`src/rtl/serial_add_pkg.sv`:
```
// ---------------------------------------------------------------------------
// serial_add_pkg
// Shared definitions for the bit-serial adder controller:
//   - state_t       : FSM state encoding (IDLE, RUN, DONE)
//   - DEFAULT_WIDTH : default operand width used by serial_add_ctrl
// ---------------------------------------------------------------------------
package serial_add_pkg;

    localparam int DEFAULT_WIDTH = 8;

    typedef enum logic [1:0] {
        IDLE = 2'd0,
        RUN  = 2'd1,
        DONE = 2'd2
    } state_t;

endpackage : serial_add_pkg

```
`src/rtl/ha_cell.sv`:
```
// ---------------------------------------------------------------------------
// ha_cell
// Combinational half adder. Two of these plus an OR make one full-adder
// bit slice.
// Ports:
//   x, y : input bits
//   s    : sum   (x ^ y)
//   c    : carry (x & y)
// ---------------------------------------------------------------------------
module ha_cell (
    input  logic x,
    input  logic y,
    output logic s,
    output logic c
);

    assign s = x ^ y;
    assign c = x & y;

endmodule : ha_cell

```
`src/rtl/serial_add_ctrl.sv`:
```
// ---------------------------------------------------------------------------
// serial_add_ctrl
// Bit-serial adder: adds two WIDTH-bit operands one bit per clock, LSB first,
// using a single full-adder slice built from two half-adder cells.
// Ports:
//   CLK    : clock, rising edge
//   reset  : synchronous, active-high reset
//   start  : request an addition (only looked at in IDLE)
//   a, b   : operands, captured when start is accepted
//   busy   : high whenever the FSM is not in IDLE
//   done   : one-cycle pulse when result/cout are updated
//   result : (a + b) mod 2^WIDTH, held until the next completion or reset
//   cout   : carry out of bit WIDTH-1, held like result
// Timing: the accepting edge is followed by WIDTH RUN cycles and then one
// DONE cycle, so busy is high for WIDTH+1 cycles per addition.
// ---------------------------------------------------------------------------
module serial_add_ctrl
    import serial_add_pkg::*;
#(
    parameter int WIDTH = DEFAULT_WIDTH
) (
    input  logic             CLK,
    input  logic             reset,
    input  logic             start,
    input  logic [WIDTH-1:0] a,
    input  logic [WIDTH-1:0] b,
    output logic             busy,
    output logic             done,
    output logic [WIDTH-1:0] result,
    output logic             cout
);

    localparam int CW = $clog2(WIDTH);

    state_t           state, state_nxt;
    logic [WIDTH-1:0] a_sr, b_sr, r_sr;
    logic [WIDTH-1:0] r_shift;
    logic             c;
    logic [CW-1:0]    cnt;
    logic             last_bit;

    // Full-adder slice: sum = a^b^c, carry = majority(a, b, c)
    logic p, g0, g1, sum, c_next;

    ha_cell u_ha0 (
        .x (a_sr[0]),
        .y (b_sr[0]),
        .s (p),
        .c (g0)
    );

    ha_cell u_ha1 (
        .x (p),
        .y (c),
        .s (sum),
        .c (g1)
    );

    assign c_next   = g0 | g1;
    assign r_shift  = {sum, r_sr[WIDTH-1:1]};
    assign last_bit = (cnt == CW'(WIDTH - 1));

    // Next-state logic
    // NOTE: state_nxt gets a default before the case so no path leaves it
    // unassigned; otherwise a latch would be inferred.
    always_comb begin
        state_nxt = state;
        case (state)
            IDLE:    if (start) state_nxt = RUN;
            RUN:     if (last_bit) state_nxt = DONE;
            DONE:    state_nxt = IDLE;
            default: state_nxt = IDLE;
        endcase
    end

    // State, datapath and output registers. busy and done are registered
    // from state_nxt so every output comes straight from a flop.
    // NOTE: all sequential state uses non-blocking assignments so every
    // register samples pre-edge values regardless of statement order.
    always_ff @(posedge CLK) begin
        if (reset) begin
            state  <= IDLE;
            busy   <= 1'b0;
            done   <= 1'b0;
            result <= '0;
            cout   <= 1'b0;
            a_sr   <= '0;
            b_sr   <= '0;
            r_sr   <= '0;
            c      <= 1'b0;
            cnt    <= '0;
        end else begin
            state <= state_nxt;
            busy  <= (state_nxt != IDLE);
            done  <= (state_nxt == DONE);
            case (state)
                IDLE: begin
                    if (start) begin
                        a_sr <= a;
                        b_sr <= b;
                        c    <= 1'b0;
                        cnt  <= '0;
                    end
                end
                RUN: begin
                    a_sr <= a_sr >> 1;
                    b_sr <= b_sr >> 1;
                    r_sr <= r_shift;
                    c    <= c_next;
                    // Counter stops at WIDTH-1 instead of wrapping.
                    if (!last_bit) begin
                        cnt <= cnt + CW'(1);
                    end else begin
                        // Final bit: publish the completed sum and carry.
                        result <= r_shift;
                        cout   <= c_next;
                    end
                end
                default: ;
            endcase
        end
    end

endmodule : serial_add_ctrl

```
`config.mk`:
```
export PLATFORM = sky130hd
export DESIGN_NAME = serial_add_ctrl
export DESIGN_NICKNAME = d
export VERILOG_FILES = /design/src/rtl/serial_add_pkg.sv /design/src/rtl/ha_cell.sv /design/src/rtl/serial_add_ctrl.sv
export SDC_FILE = /design/constraint.sdc
export NUM_CORES = 1
export LEC_CHECK = 0
export BUFFER_PORTS_ARGS = -buffer_cell sky130_fd_sc_hd__buf_2
export CAP_MARGIN = 20
export CORE_ASPECT_RATIO = 1.1
export CORE_MARGIN = 2
export CORE_UTILIZATION = 40
export CTS_BUF_LIST = sky130_fd_sc_hd__clkbuf_2 sky130_fd_sc_hd__clkbuf_4 sky130_fd_sc_hd__clkbuf_8
export CTS_CLUSTER_SIZE = 28
export DETAILED_ROUTE_END_ITERATION = 10
export PLACE_DENSITY = 0.66
export SLEW_MARGIN = 5
export SYNTH_ARGS = -nofsm -noshare
export SYNTH_HDL_FRONTEND = slang
export SYNTH_SLANG_ARGS = --single-unit
```
`constraint.sdc`:
```
create_clock -name CLK -period 3.41 [get_ports CLK]
set_input_delay 0.5115 -clock CLK [delete_from_list [all_inputs] [get_ports CLK]]
set_output_delay 0.5115 -clock CLK [all_outputs]
set_load 0.01 [all_outputs]
```
# Word-level counts from Yosys, hierarchy flattened
# Index checks and enable logic that the tools add are counted.
# W data, S select, Z words.
# totals
reg_bits	41
output_inout_bits	11
wordCells	39
# classes
n_addsub	1
n_eq_ne	5
muxes	12
bitwise_logic	5
reduce_logical	6
# op_table
operator	count
$pmux W8 S2	2
$mux W8	2
$mux W3	2
$pmux W3 S2	1
$mux W2	2
$ne A2 B2 Y1 const B	2
$pmux W2 S2	1
$reduce_and A2 Y1	2
$reduce_bool A2 Y1	2
$add A3 B1 Y3 const B	1
$eq A3 B3 Y1 const B	1
$reduce_and A3 Y1	1
$and A1 B1 Y1	2
$eq A2 B1 Y1 const B	1
$eq A2 B2 Y1 const B	1
$logic_not A2 Y1	1
$pmux W1 S2	1
$xor A1 B1 Y1	2
$mux W1	1
$or A1 B1 Y1	1

# Depth between registers and ports, before layout
# Gate-level depths: netlist (run 1).
# logic_depth
ltp_word	4
depth_mapped	7
ltp_nobuf	5

# Hierarchy
# From an unflattened synthesis (run 1), not the netlist that was laid out.
# unflattened
cells_unflattened	184
hier_area_um2	1664.1
# modules_own_cells
module	instances	cells_each	area_per_inst_um2	seq_area_each_um2
serial_add_ctrl	1	182	1639.1	800.8
ha_cell	2	1	12.5	0.0

# Least setup slack after synthesis (run 1)
# OpenSTA, ideal clock, no wires.
# synth_path
kind	flip-flop to flip-flop
startpoint	register cnt[0]
endpoint	register cout
setup_time_ns	0.071
arrival_time_ns	1.383
required_time_ns	3.339
path_slack_ns	1.957
path_stages_with_launch	8
path_buffers	2
path_cell_list	dfxtp_1 > ha_1 > ha_1 > clkbuf_1 > nand3b_1 > clkbuf_1 > nand2_1 > a21oi_1
# synth_via
elab_chain_len	2
# synth_lines
element	line_no	source
start, declared	serial_add_ctrl.sv:39	logic [CW-1:0] cnt;
start signal, assigned	serial_add_ctrl.sv:112	cnt <= cnt + CW'(1);
$eq A3 B3 Y1	serial_add_ctrl.sv:61	assign last_bit = (cnt == CW'(WIDTH - 1));
$reduce_and A2 Y1 (no line)	--	
end signal, assigned	serial_add_ctrl.sv:116	cout <= c_next;
end, declared	serial_add_ctrl.sv:30	output logic cout
# Every way passes these cells.
# A chain may end at the register's enable or synchronous reset.

# Worst setup path after layout (run 1)
# layout_path
startpoint	register state[0]
endpoint	register cnt[0]
# layout_via
elab_chain_len	3
# layout_lines
element	line_no	source
start, declared	serial_add_ctrl.sv:35	state_t state, state_nxt;
start signal, assigned	serial_add_ctrl.sv:93	state <= state_nxt;
$eq A2 B1 Y1 / $logic_not A2 Y1 (equally long branches)	serial_add_ctrl.sv:96	case (state)
$ne A2 B2 Y1 (no line) / $reduce_bool A2 Y1 (equally long branches)	--	
$reduce_and A3 Y1 (no line)	--	
# Several ways; a longest one is shown, not always the timed one.

==> results.txt, run 1 <==
The tools report the number of filler cells placed in the layout as 389. Power spread over the standard cell area amounts to 489 nW/um^2. The first TritonRoute pass finished after 4 iterations. Overall power consumption after layout is estimated at 907 uW. The final count of pins violating max slew came out at 0.

For the wire length of the first global-routing pass, the log shows 5300 um. In the routed layout, each cell is associated on average with a via count of 4.98. The least setup slack across all paths after layout is 1530 ps, and the area of the core is 3930 um^2. At the end of routability-driven placement, the weighted congestion stood at 0.707. Synthesis handed over a netlist of 179 instances. The final hold violation count was 0; the number of diodes was 0. Prior to clock tree synthesis, the placed netlist has a worst setup slack of 1560 ps. Worst clock skew: 6.72 ps. In the final timing run, aggregate negative setup slack is 0 ps.

Once layout is done, the placed cells without fillers occupy 1850 um^2. The total vias in the final route is 1,260, and the total overflow reported by the global router is 0. The run finished with clean final reports. The post-cts sizing count came out at 0.

The slowest stage of the critical path is the dfxtp_1 cell. The number of hold buffers added after CTS was 0; the part of the power in the clock network was 36.4%. Detailed placement finished with a half-perimeter wire length of 1920 um. The analysis attributes to cell leakage a power of 0.762 nW. The logs give 222 for the final layout net count and 5 for the number of buffers created by CTS. In the layout the commonest cells are dfxtp_1 (40), buf_2 (29), nand2_1 (26).

The tools report the total nets after synthesis as 201. The fraction of power spent switching nets is 23.5%. The library cell used most frequently in the layout, excluding fill and tap cells, is dfxtp_1. The placed cell area was 1760 um^2.

Largest voltage drop on the vdd net: 0.245 mV. Type of the worst setup path: register to register. The area growth from synthesis to layout is 13.4%. The fraction of layout instances using a drive strength above 1 is 20.4%. The detailed router finished its first iteration with 59 violations. After detailed routing, the number of remaining DRC violations is 0.

The worst setup path is captured at a register. The logs give 0 for the number of antenna violations at the first check in global routing and 0 for the post-CTS setup-driven buffer insertion count. The die height is 71.1 um, and the count of buffers from port buffering is 29. The synthesized design contains 40 register bits. The run gives 2 as the worst-case clock buffer depth. After the flow finishes, the layout carries non-filler instances totaling 253. The total clock sinks was 40; the pin count of the biggest net entering global routing was 41.

Of the available clock period, the critical path in the final layout requires 55.1%. The arrival time of data at the critical path endpoint came out at 2090 ps. The critical path goes through nand2b_1 -> buf_4 -> or3_1 -> a31oi_1. The internal portion of the total power is 693 uW.

Counting flops with a built-in enable in the synthesized netlist gives 0. In this run the mean area of a mapped cell was 9.14 um^2. In the final routed layout, each cell accounts on average for 11.5 um. Setup violations remaining at the end of the flow were counted as 0.

The tools report the portion of the post-synthesis area used by sequential elements as 49.0%. The root buffer cell chosen for the clock tree is clkbuf_8. The routed design could run at a clock period as short as 1880 ps. TritonCTS built the clock tree. Setup repair after global routing left no endpoint under its margin. Per report_power, the combinational group accounts for 8.5% of the total.

The mapped netlist covers 1640 um^2. 30 I/O pins were placed. Per report_power, the sequential group accounts for 55.2% of the total. For this run, the slowest stage of the critical path takes 530 ps. The floorplan step defined a die boundary enclosing 4620 um^2. The tool flagged a number of max-cap violations equal to 0. Once detail routing completed, the nets flagged for antenna violations numbered 0. Prevailing post-synth register cell: dfxtp_1. The H-tree was split into 2 levels. Summed over all nets, the switching power comes to 213 uW. After synthesis, the share of flip-flops with an asynchronous set or reset is 0%. The logs give 41.6% for the starting density of the core and 14.8% for the total global routing track utilization.

After clock tree synthesis, the clock-pin slew on the worst setup and hold paths is 80 ps. The run gives 24 as the floorplan row count. Measured against its own limit, the worst slew margin works out to 44.1%. STA classifies the critical path startpoint as a register. The clock reaches the later pin of the worst-skew pair after 290 ps. The required time of the worst setup path was 3620 ps.

For the number of global-route vias before repair, the log shows 1,213. The horizontal die dimension is 65.0 um, and the number of warnings issued by yosys is 0. The worst min-delay path class is register to register. Derived from the worst setup path, the maximum achievable clock frequency is 0.532 GHz.

The aggregate routed wire length is 2900 um, and the worst-margin pin slew is 839 ps. Including well taps, the total number of placed cells is 245. Peak fanout along the critical path: 19. For the number of distinct library cells after synthesis, the log shows 25.
==> synthesized netlist by cell type (2+ instances only) <==
cell type,instances,area share [%]
a21oi_1,18,5.5
buf_2,4,1.2
nand2b_1,2,0.76
a211oi_1,14,6.4
a22oi_1,3,1.4
buf_4,2,0.92
a31oi_1,3,1.1
clkbuf_1,8,1.8
nand3_1,10,3.1
dfxtp_1,40,49
nor2_1,20,4.6
and4bb_2,2,1.5
ha_1,2,1.5
nand2_1,26,6.0
mux2i_1,15,9.2
==> power groups by stage <==
| stage | registers (mW) | clock network [mW] | logic [mW] |
|---|---|---|---|
| finish | 0.500 | 0.330 | 0.0768 |
| global route | 0.503 | 0.359 | 0.0892 |
| CTS | 0.500 | 0.341 | 0.0781 |
| detailed placement | 0.511 | 0 | 0.0779 |
| global placement | 0.510 | 0 | 0.0768 |
| floorplan | 0.506 | 0 | 0.0648 |
==> metal layers <==
layer,vias up,track usage [%],wire [um]
met4,0,7.09,61
met5,-,0,0
met2,27,23.5,1240
li1,660,-,-
met1,567,18.0,1440
met3,6,4.93,159
==> critical path, delay by kind of cell (launching register included) <==
family	cells	cell delay, ps
AOI/OAI and AO/OA	1	170
buffers and inverters	1	350
DFF	1	530
and+or+nand+nor	2	750
==> area by class of cell <==
cell class,count,area (um^2),share of cell area [%]
clock inverter,1,7.51,0.405
clock buffer,7,90.1,4.86
multi-input combinational,122,734,39.6
inverter,1,3.75,0.202
timing repair buffer,30,153,8.23
tap,52,65.1,3.51
sequential,40,801,43.2
==> final timing paths <==
| kind | slack [ps] | start | depth (start not counted) | endpoint |
|---|---|---|---|---|
| hold / removal | 450 | result[3] | 2 | result[3] |
| hold reg to reg | 450 | result[3] | 2 | result[3] |
| setup / recovery | 1530 | state[0] | 4 | cnt[0] |
| setup reg to reg | 1530 | state[0] | 4 | cnt[0] |
==> state kept, by name, indices dropped and copies added, names as in the netlist <==
register	count
c	1
cout	1
state	2
done	1
r_sr	7
busy	1
result	8
cnt	3
a_sr	8
b_sr	8
==> logic make-up after synthesis <==
kind of cell | synth area share [%]
AOI/OAI and AO/OA | 14.9
buffers and inverters | 6.12
muxes | 9.18
adders and majority gates | 2.75
DFF | 49.0
and+or+nand+nor | 18.1
==> metrics by stage <==
stage / hold WS (ps) / utilization, %
after floorplan: 437 / -
after global placement: 442 / 44.7
after detailed placement: 444 / 44.7
after CTS: 455 / 47.1
after global routing: 471 / 47.1
final: 452 / 47.1
Note: power is estimated with default switching activity, not from simulation.
==> run 2, diff against run 1 <==
clock period = 1.84 ns   (was 3.41 ns; I/O delays follow)
==> results.txt, run 2 (synthesis gave the netlist of run 1 again) <==
Tracing the worst setup path back leads to its startpoint at cnt[0]. The count of buffers from port buffering was 29 (unchanged). Via count normalized by instance count: 4.88 (-2.1%). Total overflow reported by the global router: 0 (unchanged).

The tools report the area of the multi-input gates as 734 um^2 (unchanged). The largest registers in the layout are a_sr: 8 flops, b_sr: 8 flops, result: 8 flops. The achievable frequency is 0.656 GHz (+23%).

The post-route fraction of the period consumed by the critical path works out to 82.9% (+28 points). The logs give 0 (unchanged) for the final hold violation count and 1690 ps (-400 ps) for the arrival time of data at the critical path endpoint. The design internal power is 1.23 mW (+78%). For hold timing, the worst endpoint is b_sr[7]. Setup repair after global routing left no endpoint under its margin.

The worst-margin pin slew was 559 ps (-280 ps); the number of hold buffers added after CTS was 0 (unchanged). The clock slew seen by the registers of the worst setup and hold paths was 80 ps (about the same). The flow ran to the end, and the final reports show no timing, DRC or antenna violations.

The share of power burned in combinational logic is 8.9% (+0.4 points), and the aggregate routed wire length is 2900 um (about the same). The required time of the worst setup path is 2010 ps (-1610 ps). The reg-to-reg setup timing slack is 310 ps (-1220 ps), and the number of buffers created by CTS is 5 (unchanged). Compared with the post-synthesis result, the final layout area differs by 14.2%. The area of the core came out at 3930 um^2 (unchanged). The final count of pins violating max slew was 0 (unchanged); the worst clock skew was 3.44 ps (-3.29 ps). The final instance area was 1870 um^2 (+0.67%); the horizontal die dimension was 65.0 um (unchanged). The fraction of layout instances using a drive strength above 1 is 21.6% (+1.2 points), and the footprint of the flip-flops and latches is 801 um^2 (unchanged). The shortest clock period the worst path allows after layout was 1530 ps (-353 ps); the count of boundary I/O pins was 30 (unchanged).

The path depth of the worst reg2reg path is 5 (+1), and the total clock sinks is 40 (unchanged). Post-cts sizing count: 0 (unchanged). The most common library cell in the layout ignoring fill and taps was dfxtp_1. The fraction of power spent switching nets came out at 24.9% (+1.3 points). The tools report the max-slew headroom at the worst pin as 62.7% (+19 points).

TritonCTS built the clock tree. The startpoint identified for the worst hold timing path is b[7]. STA classifies the critical path startpoint as a register. The clock insertion delay at the later pin of the skew report was 290 ps (about the same); the residual antenna-violating net count after detailed routing was 0 (unchanged). The placed cell area was 1780 um^2 (+1.3%). In this run the critical register-to-register path is captured at result[1].

The final-report setup violation count was 0 (unchanged); the peak fanout along the critical path was 11 (-8). The tools report the power share of the sequential group as 56.5% (+1.3 points). The critical path is of the register to register type. The tools report the number of filler cells placed in the layout as 390 (+0.26%). The DRC violation total after the first TritonRoute iteration came out at 40 (-32%). In the layout the commonest cells are dfxtp_1 (40), buf_2 (29), nand2_1 (26). The run gives 0 (unchanged) as the number of diodes. Per-cell routed wire length: 11.3 um (-1.2%).

Final weighted congestion of routability-driven global placement: 0.687 (-2.9%). Part of the power in the clock network: 34.6% (-1.8 points). STA classifies the critical path endpoint as a register. The total global routing track utilization is 14.1% (-0.66 points), and the leakage power of the design is 0.777 nW (+2.0%). The worst register-to-register path begins at cnt[0]. The floorplan row count is 24 (unchanged). The power per unit of standard cell area is 878 nW/um^2 (+80%), and the worst hold path stage count is 3 (+1).

For the final layout net count, the log shows 225 (+1.4%). The worst-case clock buffer depth is 2 (unchanged), and the setup TNS is 0 ps (unchanged). The starting density of the core is 41.6% (unchanged), and the number of antenna violations at the first check in global routing is 0 (unchanged). For the H-tree depth, the log shows 2 (unchanged).

The placed wire-length estimate after detailed placement was 1960 um (+1.8%); the number of global-route vias before repair was 1,147 (-5.4%). The logs give 0 (unchanged) for the number of DRC violations after detailed routing and 1,248 (-0.95%) for the total vias in the final route. Wire length of the first global-routing pass: 5090 um (-4.0%).

In this run the worst hold path is classified as input port to register. The tools report the post-CTS setup-driven buffer insertion count as 0 (unchanged). The largest voltage drop on the vdd net came out at 0.617 mV (+150%). The pin count of the biggest net entering global routing was 41 (unchanged); the die area was 4620 um^2 (unchanged). For the reported max-cap violation count, the log shows 0 (unchanged). The run gives 4 (unchanged) as the detailed-routing iteration count for the pre-antenna-repair pass. The switching power of the nets is 407 uW (+91%). The die height came out at 71.1 um (unchanged).

The root buffer cell was clkbuf_8.
run 2: changes by cell type in the layout (fill, tap and decap cells not counted), sizes merged:
| cell | previous run | this run |
|---|---|---|
| buf | 30 | 33 |
| clkbuf | 7 | 5 |
| clkinv | 0 | 3 |
| clkinvlp | 1 | 0 |
run 2: per-layer routing:
metal / vias to the layer above / global-route usage, % / share of wire (%)
met5: - / 0 / 0
met4: 0 / 7.80 / 2.2
met3: 8 / 3.97 / 5.2
met2: 28 / 20.0 / 42
met1: 549 / 19.3 / 50
li1: 663 / - / -
run 2: how the worst max path moves through the flow:
stage | to | slack (ps) | depth (start not counted)
4_1_cts | result[1] | 300 | 5
2_1_floorplan | cout | 390 | 7
3_5_place_dp | result[1] | 300 | 5
6_report | result[1] | 310 | 5
3_3_place_gp | result[0] | 370 | 5
5_1_grt | result[0] | 130 | 5
run 2: layout make-up:
class                           instances  area share [%]
Clock buffer                            5            3.69
Inverter                                1           0.201
Tap cell                               52            3.49
Multi-Input combinational cell        122            39.3
Timing Repair Buffer                   33            9.38
Sequential cell                        40            42.9
Clock inverter                          3            1.01
run 2: critical path, stage by stage, from the launching register on:
cell and delay, ps:
dfxtp_1 380, ha_1 160, ha_1 290, nand3b_1 330, nand2_1 170, a21oi_1 70
run 2: through the flow:
step | hold WS, ps | setup WS [ps] | utilization [%] | power, mW | instances
CTS | 218 | 301 | 47.5 | 1.66 | 256
global route | 237 | 127 | 47.5 | 1.71 | 256
global placement | 443 | 367 | 45.2 | 1.09 | 248
detailed placement | 445 | 302 | 45.2 | 1.09 | 248
finish | 221 | 315 | 47.5 | 1.64 | 256
floorplan | 424 | 387 | - | 1.06 | 179
run 2: power groups by stage:
stage	combinational, mW	sequential [mW]	clock, mW
2_1_floorplan	0.120	0.938	0
3_3_place_gp	0.145	0.946	0
3_5_place_dp	0.147	0.946	0
4_1_cts	0.148	0.926	0.583
5_1_grt	0.165	0.932	0.617
6_report	0.146	0.926	0.567
==> run 3, diff against run 2 <==
ABC_AREA = 1   (was not set)
PLACE_DENSITY = 0.68   (was 0.66)
clock period = 1.31 ns   (was 1.84 ns; I/O delays follow)
==> results.txt, run 3 <==
The run gives 2370 um (+21%) as the placed wire-length estimate after detailed placement. The final layout net count came out at 307 (+36%). Worst clock skew: 7.52 ps (+4.08 ps). The clock slew seen by the registers of the worst setup and hold paths is 80 ps (about the same).

Setup repair after global routing could not meet its margin everywhere. The number of warnings issued by yosys came out at 0 (unchanged). The largest voltage drop on the vdd net came out at 0.632 mV (+2.5%).

The proportion of synthesized flip-flops having asynchronous set or reset is 0% (unchanged), and the final-report setup violation count is 0 (unchanged). For the portion of the post-synthesis area used by sequential elements, the log shows 46.9% (-2.0 points). The run gives 100 ps (-210 ps) as the reg-to-reg setup timing slack. The run gives 0 (unchanged) as the reported max-cap violation count. The total overflow reported by the global router was 0 (unchanged). H-tree depth: 2 (unchanged).

Final weighted congestion of routability-driven global placement: 0.762 (+11%). TritonCTS built the clock tree. The final count of pins violating max slew is 0 (unchanged). The aggregate routed wire length is 3340 um (+15%), and the largest stage delay on the critical path is 320 ps (-60 ps). The run gives 0.828 GHz (+26%) as the achievable frequency. Post-route fraction of the period consumed by the critical path: 92.2% (+9.3 points).

The required time of the worst setup path is 1550 ps (-460 ps), and the DRC violation total after the first TritonRoute iteration is 89 (+120%). The flow ran to the end, and the final reports show no timing, DRC or antenna violations. The synthesized design spends more area on one cell type than any other, namely dfxtp_1. By area, the combinational part of the netlist is dominated by simple AND/OR/NAND/NOR gates. Gate family responsible for the most delay along the worst path: adder cells.

The least setup slack across all paths after layout came out at 102 ps (-213 ps). The total vias in the final route was 1,536 (+23%). STA classifies the critical path startpoint as a register. Number of filler cells placed in the layout: 431 (+11%).

The area of the core is 4020 um^2 (+2.3%). Final standard cell utilization of the core: 52.4% (+5.0 points). The worst min-delay path class was input port to register. The total clock sinks is 40 (unchanged), and the leakage power of the design is 1.04 nW (+34%).

The detailed-routing iteration count for the pre-antenna-repair pass is 5 (+1). The most common cell in the synthesized netlist is nor2_1. The number of enable-type register cells in the synthesized netlist is 0 (unchanged), and the average instance area after synthesis is 6.91 um^2 (-24%).

The number of DRC violations after detailed routing came out at 0 (unchanged). For hold timing, the worst endpoint is b_sr[7]. The logs give 269 (+34%) for the total nets after synthesis and 2 (unchanged) for the worst-case clock buffer depth. The via count normalized by instance count came out at 4.54 (-6.8%). The tools report the pin count of the biggest net entering global routing as 19 (-54%).

The logs give 42.4% (+0.84 points) for the starting density of the core and 85.0% (+22 points) for the max-slew headroom at the worst pin. For this run, the leading register cell type out of synthesis is dfxtp_1. The share of synthesized cell area in and, or, nand and nor gates was 24.2% (+6.1 points); the count of buffers from port buffering was 29 (unchanged). The clock insertion delay at the later pin of the skew report is 290 ps (about the same), and the number of buffers created by CTS is 5 (unchanged). The tools report the die area as 4810 um^2 (+4.1%). In the layout the commonest cells are nor2_1 (55), inv_1 (41), dfxtp_1 (40).

The number of distinct library cells after synthesis came out at 15 (-40%). The tree is rooted in a clkbuf_8. The peak fanout along the critical path was 3 (-8); the growth of design area from synthesis to finish was 23.6%. Xor-xnor portion of the synthesized cell area: 0% (unchanged). The post-synthesis share of cell area spent on full adders, half adders and majority gates is 2.64% (-0.12 points). In the synthesized netlist, the cells that appear most often are nor2_1 (55), inv_1 (41), dfxtp_1 (40). The per-cell routed wire length was 9.88 um (-13%); the residual antenna-violating net count after detailed routing was 0 (unchanged).

The logs give 0 (unchanged) for the post-CTS setup-driven buffer insertion count and 1710 um^2 (+4.4%) for the netlist area before placement. The fraction of layout instances using a drive strength above 1 came out at 19.9% (-1.6 points). The power consumption was 2.63 mW (+60%). The portion of synthesized cell area occupied by the leading cell type was 46.9% (-2.0 points); the synthesized instance count was 247 (+38%). The floorplan row count is 24 (unchanged), and the die height is 72.5 um (+2.0%). The compound-gate portion of the synthesized area was 14.4% (-0.55 points); the path depth of the worst reg2reg path was 7 (+2). Sorting the synthesized cells by area gives the leading types as dfxtp_1 (47%), nor2_1 (12%), inv_1 (9.0%).

The count of boundary I/O pins was 30 (unchanged). The number of synthesized register bits is 40 (unchanged), and the worst hold path stage count is 3 (unchanged). Sum of buffers and inverters on the critical path: 1 (+1).

The worst-margin pin slew came out at 224 ps (-335 ps). The worst setup path is of the register to register kind. For the number of diodes, the log shows 0 (unchanged). For the total global routing track utilization, the log shows 16.3% (+2.2 points). Traced cell by cell, the critical path runs through ha_1 -> ha_2 -> inv_1 -> nand3_1 -> nand3_1 -> nand2_1 -> nor2_1. The startpoint identified for the worst register-to-register timing path is cnt[0]. The largest registers in the layout are a_sr: 8 flops, b_sr: 8 flops, result: 8 flops. The horizontal die dimension is 66.3 um (+2.0%). The arrival time of data at the critical path endpoint was 1440 ps (-250 ps); the final hold violation count was 0 (unchanged). In this run the most critical hold path is launched from b[7].

For the number of antenna violations at the first check in global routing, the log shows 0 (unchanged). Number of global-route vias before repair: 1,475 (+29%). Slowest cell on the critical path: dfxtp_1.

The tools report the destination of the worst register-to-register timing path as cnt[1]. The placement-stage worst setup slack was -5.53 ps (-307 ps); the shortest clock period the worst path allows after layout was 1210 ps (-317 ps). The power per unit of standard cell area was 1250 nW/um^2 (+42%); the post-synthesis mux area share was 0% (-9.2 points). The most common cell type on the critical path was nand3_1. The worst setup path is captured at a register.

The library cell used most frequently in the layout, excluding fill and tap cells, is nor2_1. The wire length of the first global-routing pass came out at 6020 um (+18%). The setup TNS was 0 ps (unchanged). The tools report the number of hold buffers added after CTS as 0 (unchanged).
-- run 3: cell types whose count changed after synthesis, sizes merged, moves of 3 or more --
cell and change:
a211oi -14, a21oi +4, a22oi -3, a31oi -3
clkbuf -5, inv +42, mux2i -15, nand2 +9
nor2 +37, o21ai +27
-- run 3: repair_timing --
item | CTS | global route
endpoints found under the setup margin | 4 | 25
endpoints found under the hold margin | 0 | 0
gates resized for setup | 1 | 4
pin swaps | 0 | 1
-- run 3: power breakdown --
part           switching (mW)  internal, mW  total, mW
clock                   0.442         0.564       1.01
sequential             0.0345          1.28       1.32
combinational           0.172         0.135      0.307
-- run 3: worst reg2reg max path: cells and delay by family (launching register included) --
kind	cells	cell delay, ps
adder cells (fa/ha/maj)	2	380
buffers and inverters	1	110
flip-flops	1	320
AND/OR/NAND/NOR	4	350
-- run 3: kinds of logic after synthesis --
| logic type | Yosys count |
|---|---|
| buf+inv | 52 |
| fa+ha+maj | 3 |
| simple gates | 103 |
| flops | 40 |
| compound gates | 49 |
-- run 3: through the flow --
step / instance area [um^2] / hold WS [ps] / cells
global route: 2110 / 157 / 338
global placement: 1980 / 450 / 330
floorplan: 1710 / 266 / 247
detailed placement: 1980 / 455 / 330
CTS: 2100 / 148 / 338
finish: 2110 / 150 / 338
-- run 3: metal layers --
metal	GRT usage [%]	routed length, um	part of all wire, %	up-vias
li1	-	-	-	828
met1	19.3	1600	48	671
met2	27.1	1530	46	31
met3	5.12	157	4.7	6
met4	6.80	54	1.6	0
met5	0	0	0	-
-- run 3: cell type report --
cell class	instances	area (um^2)	share of cell area [%]
clock buffers	5	68.8	3.26
clock inverters	3	42.5	2.02
inverters	43	161	7.65
multi-input cells	155	718	34.0
flip-flops and latches	40	801	38.0
well taps	52	65.1	3.08
repair buffers	40	253	12.0
-- run 3: worst max path at each step --
stage,from,to,slack (ps),cells past startpoint
2_1_floorplan,cnt[0],result[7],140,8
3_3_place_gp,cnt[1],result[2],60,6
3_5_place_dp,cnt[1],result[7],-6,8
4_1_cts,cnt[0],result[7],20,8
5_1_grt,cnt[0],cnt[1],-20,7
6_report,cnt[0],cnt[1],100,7
